<file path="src/rtl/instr_fetch_pkg.sv">
`default_nettype none
// ============================================================================
// Module   : instr_fetch_pkg
// Brief    : Shared widths, instruction field positions and fetch FSM states.
// Revision : 1.0 - initial release
// ============================================================================
package instr_fetch_pkg;

    localparam int c_pc_width    = 16;
    localparam int c_instr_width = 16;

    localparam int c_op_msb    = 15;
    localparam int c_op_lsb    = 12;
    localparam int c_funct_msb = 2;
    localparam int c_funct_lsb = 0;

    typedef enum logic [1:0] {
        ST_FETCH = 2'd0,
        ST_WAIT  = 2'd1,
        ST_DRAIN = 2'd2
    } state_t;

endpackage
`default_nettype wire

</file>
<file path="src/rtl/instr_fetch_if.sv">
`default_nettype none
// ============================================================================
// Module   : instr_fetch_if
// Brief    : Request/acknowledge bus between the fetch stage and imem.
// Revision : 1.0 - initial release
// ============================================================================
interface instr_fetch_if
    import instr_fetch_pkg::*;
#(
    parameter int PC_WIDTH    = c_pc_width,
    parameter int INSTR_WIDTH = c_instr_width
);
    logic                   imem_req;
    logic [PC_WIDTH-1:0]    imem_addr;
    logic                   imem_ack;
    logic [INSTR_WIDTH-1:0] imem_rdata;

    modport master (
        output imem_req,
        output imem_addr,
        input  imem_ack,
        input  imem_rdata
    );

    modport slave (
        input  imem_req,
        input  imem_addr,
        output imem_ack,
        output imem_rdata
    );
endinterface
`default_nettype wire

</file>
<file path="src/rtl/instr_fetch.sv">
`default_nettype none
// ============================================================================
// Module   : instr_fetch
// Brief    : Fetch stage: PC, imem req/ack handshake, one-entry instr slot.
// Revision : 1.0 - initial release
// ============================================================================
module instr_fetch
    import instr_fetch_pkg::*;
#(
    parameter int              PC_WIDTH    = c_pc_width,
    parameter int              INSTR_WIDTH = c_instr_width,
    parameter logic [15:0]     RESET_PC    = 16'h0000,
    parameter int              PC_STEP     = 2
) (
    input  wire logic                   clk,
    input  wire logic                   reset_n,
    instr_fetch_if.master               imem,
    input  wire logic                   stall,
    input  wire logic                   redirect,
    input  wire logic [PC_WIDTH-1:0]    redirect_pc,
    output logic [INSTR_WIDTH-1:0]      instr,
    output logic                        instr_valid,
    output logic [PC_WIDTH-1:0]         pc_out,
    output logic [PC_WIDTH-1:0]         pcplus2,
    output logic [3:0]                  op,
    output logic [2:0]                  funct
);

    localparam logic [PC_WIDTH-1:0] c_step     = PC_WIDTH'(PC_STEP);
    localparam logic [PC_WIDTH-1:0] c_reset_pc = PC_WIDTH'(RESET_PC);

    state_t                  r_state;
    logic [PC_WIDTH-1:0]     r_pc;
    logic [PC_WIDTH-1:0]     r_req_addr;
    logic [PC_WIDTH-1:0]     r_pc_out;
    logic [INSTR_WIDTH-1:0]  r_instr;
    logic                    r_instr_valid;

    logic                    w_slot_free;
    logic                    w_req;
    logic [PC_WIDTH-1:0]     w_addr;
    logic                    w_ack;
    logic [PC_WIDTH-1:0]     w_redir_pc;
    logic [PC_WIDTH-1:0]     w_fill_pc;
    logic                    w_fill;

    assign w_slot_free = !r_instr_valid || !stall;
    assign w_redir_pc  = redirect_pc & ~PC_WIDTH'(1);

    always_comb begin
        w_req     = 1'b0;
        w_addr    = r_pc;
        w_fill_pc = r_pc;
        case (r_state)
            ST_FETCH: begin
                w_req = w_slot_free;
            end
            ST_WAIT, ST_DRAIN: begin
                w_req     = 1'b1;
                w_addr    = r_req_addr;
                w_fill_pc = r_req_addr;
            end
            default: ;
        endcase
        // A request in flight is dropped the moment reset is asserted.
        if (!reset_n) begin
            w_req = 1'b0;
        end
    end

    assign w_ack  = w_req && imem.imem_ack;
    assign w_fill = w_ack && !redirect && (r_state != ST_DRAIN);

    always_ff @(posedge clk) begin
        if (!reset_n) begin
            r_state       <= ST_FETCH;
            r_pc          <= c_reset_pc;
            r_req_addr    <= c_reset_pc;
            r_pc_out      <= '0;
            r_instr       <= '0;
            r_instr_valid <= 1'b0;
        end else begin
            if (r_instr_valid && !stall) begin
                r_instr_valid <= 1'b0;
            end

            if (w_fill) begin
                r_instr       <= imem.imem_rdata;
                r_pc_out      <= w_fill_pc;
                r_instr_valid <= 1'b1;
                r_pc          <= w_fill_pc + c_step;
            end

            case (r_state)
                ST_FETCH: begin
                    if (w_req) begin
                        r_req_addr <= r_pc;
                        if (!w_ack) begin
                            r_state <= ST_WAIT;
                        end
                    end
                end
                ST_WAIT, ST_DRAIN: begin
                    if (w_ack) begin
                        r_state <= ST_FETCH;
                    end
                end
                default: r_state <= ST_FETCH;
            endcase

            // Redirect wins over any fill; an unanswered request must be drained.
            if (redirect) begin
                r_pc          <= w_redir_pc;
                r_instr_valid <= 1'b0;
                if (r_state != ST_DRAIN && w_req && !w_ack) begin
                    r_state <= ST_DRAIN;
                end
            end
        end
    end

    assign imem.imem_req  = w_req;
    assign imem.imem_addr = w_addr;

    assign instr       = r_instr;
    assign instr_valid = r_instr_valid;
    assign pc_out      = r_pc_out;
    assign pcplus2     = r_pc_out + c_step;
    assign op          = r_instr[c_op_msb:c_op_lsb];
    assign funct       = r_instr[c_funct_msb:c_funct_lsb];

endmodule
`default_nettype wire

</file>
<file path="src/flat_wrapper.sv">
// flat-port wrapper written by rule: the top's interface ports become plain ports
module instr_fetch_flat import instr_fetch_pkg::*;
#(
    parameter int              PC_WIDTH    = c_pc_width,
    parameter int              INSTR_WIDTH = c_instr_width,
    parameter logic [15:0]     RESET_PC    = 16'h0000,
    parameter int              PC_STEP     = 2
)
  (clk, reset_n, stall, redirect, redirect_pc, instr, instr_valid, pc_out, pcplus2, op, funct, imem_imem_req, imem_imem_addr, imem_imem_ack, imem_imem_rdata);
  instr_fetch_if #(.PC_WIDTH(PC_WIDTH), .INSTR_WIDTH(INSTR_WIDTH)) imem_i ();
  input  wire logic clk;
  input  wire logic reset_n;
  input  wire logic stall;
  input  wire logic redirect;
  input  wire logic [PC_WIDTH-1:0] redirect_pc;
  output logic [INSTR_WIDTH-1:0] instr;
  output logic instr_valid;
  output logic [PC_WIDTH-1:0] pc_out;
  output logic [PC_WIDTH-1:0] pcplus2;
  output logic [3:0] op;
  output logic [2:0] funct;
  output wire logic [$bits(imem_i.imem_req)-1:0] imem_imem_req;
  output wire logic [$bits(imem_i.imem_addr)-1:0] imem_imem_addr;
  input wire logic [$bits(imem_i.imem_ack)-1:0] imem_imem_ack;
  input wire logic [$bits(imem_i.imem_rdata)-1:0] imem_imem_rdata;
  assign imem_imem_req = imem_i.imem_req;
  assign imem_imem_addr = imem_i.imem_addr;
  assign imem_i.imem_ack = imem_imem_ack;
  assign imem_i.imem_rdata = imem_imem_rdata;
  instr_fetch #(.PC_WIDTH(PC_WIDTH), .INSTR_WIDTH(INSTR_WIDTH), .RESET_PC(RESET_PC), .PC_STEP(PC_STEP)) u_core (.clk(clk), .reset_n(reset_n), .imem(imem_i), .stall(stall), .redirect(redirect), .redirect_pc(redirect_pc), .instr(instr), .instr_valid(instr_valid), .pc_out(pc_out), .pcplus2(pcplus2), .op(op), .funct(funct));
endmodule
</file>
<file path="config.mk">
export PLATFORM = sky130hd
export DESIGN_NAME = instr_fetch_flat
export DESIGN_NICKNAME = d
export VERILOG_FILES = /design/src/rtl/instr_fetch_pkg.sv /design/src/rtl/instr_fetch_if.sv /design/src/rtl/instr_fetch.sv /design/src/flat_wrapper.sv
export SDC_FILE = /design/constraint.sdc
export NUM_CORES = 1
export LEC_CHECK = 0
export ABC_AREA = 0
export CAP_MARGIN = 10
export CORE_MARGIN = 10
export CORE_UTILIZATION = 51
export DETAILED_ROUTE_END_ITERATION = 12
export GPL_TIMING_DRIVEN = 0
export PLACE_DENSITY = 0.95
export RECOVER_POWER = 50
export SKIP_LAST_GASP = 1
export SLEW_MARGIN = 0
export SYNTH_ARGS = -nofsm -noshare
export SYNTH_HDL_FRONTEND = slang
export SYNTH_SLANG_ARGS = --single-unit
</file>
<file path="constraint.sdc">
create_clock -name clk -period 6.8 [get_ports clk]
set_input_delay 1.02 -clock clk [delete_from_list [all_inputs] [get_ports clk]]
set_output_delay 1.02 -clock clk [all_outputs]
set_load 0.005 [all_outputs]
</file>
### Word level (Yosys, flattened, before mapping)

Index checks and enable logic that the tools add are counted.

* $add $sub $neg: 2
* equality and inequality tests: 3
* mux-type cells: 13
* bitwise operators: 1
* reduce and logical (&&, ||, !) cells: 17

Operators by type and width (count)
* 2-to-1 mux 16 bit: 3
* adder 16 x 2 -> 16 bit (second input constant): 2
* 2-to-1 mux 2 bit: 5
* logical AND 1 bit: 6
* logical NOT 1 bit: 4
* one-hot mux 2 bit (2 select lines): 1
* nonzero test 2 bit: 2
* OR reduction 2 bit: 2
* 2-to-1 mux 1 bit: 3
* equality test 2 x 1 -> 1 bit (second input constant): 1
* equality test 2 bit (second input constant): 1
* logical NOT 2 bit: 1
* inequality test 2 bit (second input constant): 1
* one-hot mux 1 bit (2 select lines): 1
* AND reduction 2 bit: 1
* logical OR 1 bit: 1
* NOT 1 bit: 1

* register bits after elaboration: 67
* input port bits: 37
* output and inout bits: 73
* logic and storage cells: 43

### Logic depth before layout (Yosys ltp)

* word-level depth: 10
* depth in mapped cells: 13
* gate-level depth less buffers: 9

### Worst setup path before layout

Ideal clock, no wire load.

* path type: register to register
* from: register u_core.r_state[0]
* to: register u_core.r_pc[15]
* setup time: 117 ps
* arrival time: 2640 ps
* required time: 6683 ps
* path slack: 4043 ps
* cell stages (with the launch flop): 14
* buffers on the path: 4
* period minus slack after synthesis: 2757 ps
* cells stage by stage: dfxtp_1 inv_1 ha_1 buf_6 buf_8 buf_6 buf_2 mux2_2 ha_1 nand4_1 a21oi_1 nand4_1 xnor2_1 a22o_1

* elaborated cells between the ends (all ways): 15
* those cells by class: add/sub: 1; eq/ne: 3; mux: 5; reduce/logical: 6

RTL lines
* from (decl): line instr_fetch.sv:32 `state_t r_state;`
* from (signal assigned): line instr_fetch.sv:76 `r_state <= ST_FETCH;`
* from (signal assigned): line instr_fetch.sv:99 `r_state <= ST_WAIT;`
* from (signal assigned): line instr_fetch.sv:105 `r_state <= ST_FETCH;`
* equality test 2 x 1 -> 1 bit or equality test 2 bit (tied branches)
* OR reduction 2 bit (*)
* 2-to-1 mux 16 bit (*)
* via imem_imem_addr[1]: line flat_wrapper.sv:23 `output wire logic [$bits(imem_i.imem_addr)-1:0] imem_imem_addr;`
* adder 16 x 2 -> 16 bit (*): line instr_fetch.sv:91 `r_pc <= w_fill_pc + c_step;`
* 2-to-1 mux 16 bit (*): line instr_fetch.sv:87 `if (w_fill) begin`
* 2-to-1 mux 16 bit (*): line instr_fetch.sv:112 `if (redirect) begin`
* to (signal assigned): line instr_fetch.sv:77 `r_pc <= c_reset_pc;`
* to (signal assigned): line instr_fetch.sv:91
* to (signal assigned): line instr_fetch.sv:113 `r_pc <= w_redir_pc;`
* to (decl): line instr_fetch.sv:33 `logic [PC_WIDTH-1:0] r_pc;`

The timed path passes the listed nets; every way through them passes the cells marked *. The select of a mux whose other input is x is not followed.
A chain may end at the register's enable or synchronous reset.

### Worst setup path after layout

* from: register u_core.r_state[0]
* to: output port imem_imem_addr[0]

* cells in the longest elaborated chain, start to end: 3
* elaborated cells between the ends (all ways): 4
* those cells by class: eq/ne: 2; mux: 1; reduce/logical: 1

Ends and longest elaborated chain
* equality test 2 x 1 -> 1 bit or equality test 2 bit (tied branches): line instr_fetch.sv:54 `case (r_state)`
* OR reduction 2 bit (*): line instr_fetch.sv:54
* 2-to-1 mux 16 bit (*): line instr_fetch.sv:54
* to (decl): line flat_wrapper.sv:23

Every way passes the cells marked *; elsewhere a longest branch is shown, timed or not.

==> run_results.csv <==
group,metric,value,unit
run_status,status,"complete, no violations",
critical_path,r2r_end,"u_core.r_pc[11]",
grt,antenna_found_initial,0,
synthesis,synth.ff_latch_count,67,
timing,finalHoldViolations,0,
critical_path,r2r_slack,3330,ps
synthesis,syn_nets,452,
critical_path,cp.arrival,2820,ps
cts,htreeDepth,3,
grt,grt.total_usage,21.2,%
worst_hold_path,hold_class,"flip-flop to flip-flop",
synthesis,synth_top_area_share,37.7,%
synthesis,ys_seq_area_share,37.7,%
synthesis,synth_top_area_cell,"dfxtp_1",
worst_hold_path,min_from,"u_core.instr[3]",
routing,num_vias,3560,
timing,worst_pin_slew,639,ps
critical_path,critPathBufInv,7,
cts,path_clk_slew,90,ps
worst_hold_path,min_to,"u_core.instr[3]",
floorplan,dieArea,10700,um^2
cts,cts_tree,"built",
floorplan,num_rows,30,
final_layout,diodes,0,
critical_path,rr_startpoint,"u_core.r_state[0]",
synthesis,netlist_instances,410,
grt,gr-usage-met2,36.6,%
timing,maxSlewViolCount,0,
floorplan,core_area,6790,um^2
critical_path,path_cells,"inv_1 -> ha_1 -> buf_6 -> buf_8 -> buf_6 -> buf_2 -> mux2i_1 -> inv_1 -> clkdlybuf4s50_1",
synthesis,synth_edf_count,0,
pwr,cellLeakagePower,2.23,nW
timing,finalSetupTns,0,ps
cts,numClockSinks,67,
routing,drt-initial-drc-count,266,
pwr,p_per_area,206,nW/um^2
cts,hold_buffers,0,
synthesis,avgSynthCellArea,8.69,um^2
routing,ant_nets,0,
grt,use_met1,22.8,%
synthesis,synth_ff_type,"dfxtp_1",
critical_path,cpMaxStageDelayCell,"clkdlybuf4s50_1",
floorplan,initial_core_util,52.4,%
grt,grt-busiest-layer,"met2",
final_layout,drive_gt1_share,7.50,%
synthesis,yosysUniqueCellTypes,45,
timing,finalCritPeriodShare,56.5,%
timing,setup_viol,0,
routing,firstDrtPassIters,5,
timing,min_period,3840,ps
routing,routed_wl,12.0,mm
grt,grt_max_degree,14,
cts,numCtsBuffers,9,
critical_path,crit_fanout,10,
critical_path,startpoint_type,"flip-flop",
floorplan,die_h,104,um
grt,gr-usage-met3,7.74,%
cts,insertion_delay,370,ps
final_layout,final_util,72.7,%
final_layout,nNetsFinal,570,
cts,cts_resized,0,
cts,postCtsSetupBuffers,0,
pwr,finalPower,1.02,mW
synthesis,ys_top_cells_by_count,"nand2_1 (75), dfxtp_1 (67), mux2i_1 (29)",
cts,clk_path_buf_depth,2,
synthesis,ys_warn_count,0,
routing,wl_per_cell,19.0,um
grt,grt_pass1_vias,3702,
pwr,vdd_drop_max,0.141,mV
synthesis,yosysMostFrequentCell,"nand2_1",
critical_path,rr_worst_depth,13,
critical_path,critPathRequiredTime,5780,ps
timing,max_freq,260,MHz
timing,worst_clock_skew,12.9,ps
floorplan,fp.dieW,104,um
critical_path,end_kind,"output pin",
placed_design,place.gp.congestion,0.874,
critical_path,slowest_delay,460,ps
routing,vias_per_cell,5.66,
placed_design,dp_hpwl,8.88,mm
flow_run,cap_violations,0,
critical_path,crit_family,"buffers and inverters",
grt,overflow,0,
timing,rsz0062_at_grt,"no",
worst_hold_path,whs_path_depth,2,
cts,root_buffer,"clkbuf_8",
synthesis,synthTopCellsByArea,"dfxtp_1 (38%), mux2i_1 (8.2%), nand2_1 (7.9%), o211a_1 (4.5%), xnor2_1 (4.2%)",
synthesis,async_flop_share,0,%
grt,grt_pass1_wl,18.7,mm
synthesis,netlist_area,3560,um^2
timing,max-slew-margin-rel,56.2,%
placed_design,io_buffers,107,
floorplan,io_pins,110,
critical_path,timing.setup.critical_path_class,"flip-flop to output pin",
routing,drc,0,
final_layout,syn_to_final_growth,38.7,%
layer usage:
layer,share of wire (%),up-vias
met3,10,32
met5,0,-
met2,49,204
met1,38,1698
met4,2.5,0
li1,-,1626
metrics by stage:
stage	instances	hold WS, ps	instance area, um^2	worst slack (ps)
after global placement	613	450	4750	3070
final	629	464	4940	2960
after CTS	629	471	4950	3000
after floorplan	410	443	3560	4040
after detailed placement	613	460	4750	3040
after global routing	629	484	4940	2850
registers in the layout, summed over array words and instances (netlist names):
name,count
u_core.instr_valid,1
u_core.r_req_addr,16
u_core.instr,16
u_core.r_state,2
u_core.r_pc,16
u_core.pc_out,16
power breakdown:
part | internal, mW | switching, mW
clock | 0.172 | 0.173
combinational | 0.120 | 0.115
sequential | 0.414 | 0.0230
cell usage in the layout (no fill, tap or decap), drive strengths merged, types with 2 or more instances in the layout:
| cell type | count |
|---|---|
| nand2 | 76 |
| dfxtp | 67 |
| clkdlybuf4s50 | 63 |
| dlygate4sd3 | 44 |
| mux2i | 29 |
| clkbuf | 26 |
| inv | 24 |
| a21boi | 20 |
| o21ai | 19 |
| xnor2 | 17 |
| o211a | 16 |
| nor2b | 15 |
| a21oi | 15 |
| buf | 15 |
| nand3 | 14 |
| nor2 | 13 |
| nand4 | 6 |
| mux2 | 5 |
| xor2 | 5 |
| a22o | 5 |
| ha | 5 |
| nor3 | 4 |
| nor3b | 4 |
| and3 | 3 |
| o21a | 3 |
| nand4b | 3 |
| clkinvlp | 2 |
| clkinv | 2 |
how the worst max path moves through the flow:
stage	end	startpoint	slack (ps)	depth (start not counted)
3_3_place_gp	imem_imem_req	reset_n	3070	4
5_1_grt	imem_imem_addr[0]	u_core.r_state[0]	2850	9
4_1_cts	imem_imem_addr[0]	u_core.r_state[0]	3000	9
6_report	imem_imem_addr[0]	u_core.r_state[0]	2960	9
3_5_place_dp	imem_imem_req	reset_n	3040	4
2_1_floorplan	u_core.r_pc[15]	u_core.r_state[0]	4040	13
tightest hold or removal path, stage by stage (launching register included):
cell and delay [ps]:
dfxtp_1 310, nand2_1 40, a21boi_0 60
cells by family after synthesis:
logic type               synth area share [%]
AO/OA/AOI/OAI                            18.0
XOR/XNOR                                 5.41
adder cells (fa/ha/maj)                  1.76
buffers and inverters                    7.66
flip-flops                               37.7
multiplexers                             9.73
AND/OR/NAND/NOR                          19.8
final cells by class:
cell class / instances / area (um^2)
Buffer: 32 / 178
Clock buffer: 9 / 124
Clock inverter: 7 / 76.3
Fill cell: 441 / 1860
Inverter: 22 / 82.6
Multi-Input combinational cell: 289 / 1940
Sequential cell: 67 / 1340
Tap cell: 96 / 120
Timing Repair Buffer: 107 / 1070
Note: power is estimated with default switching activity, not from simulation.
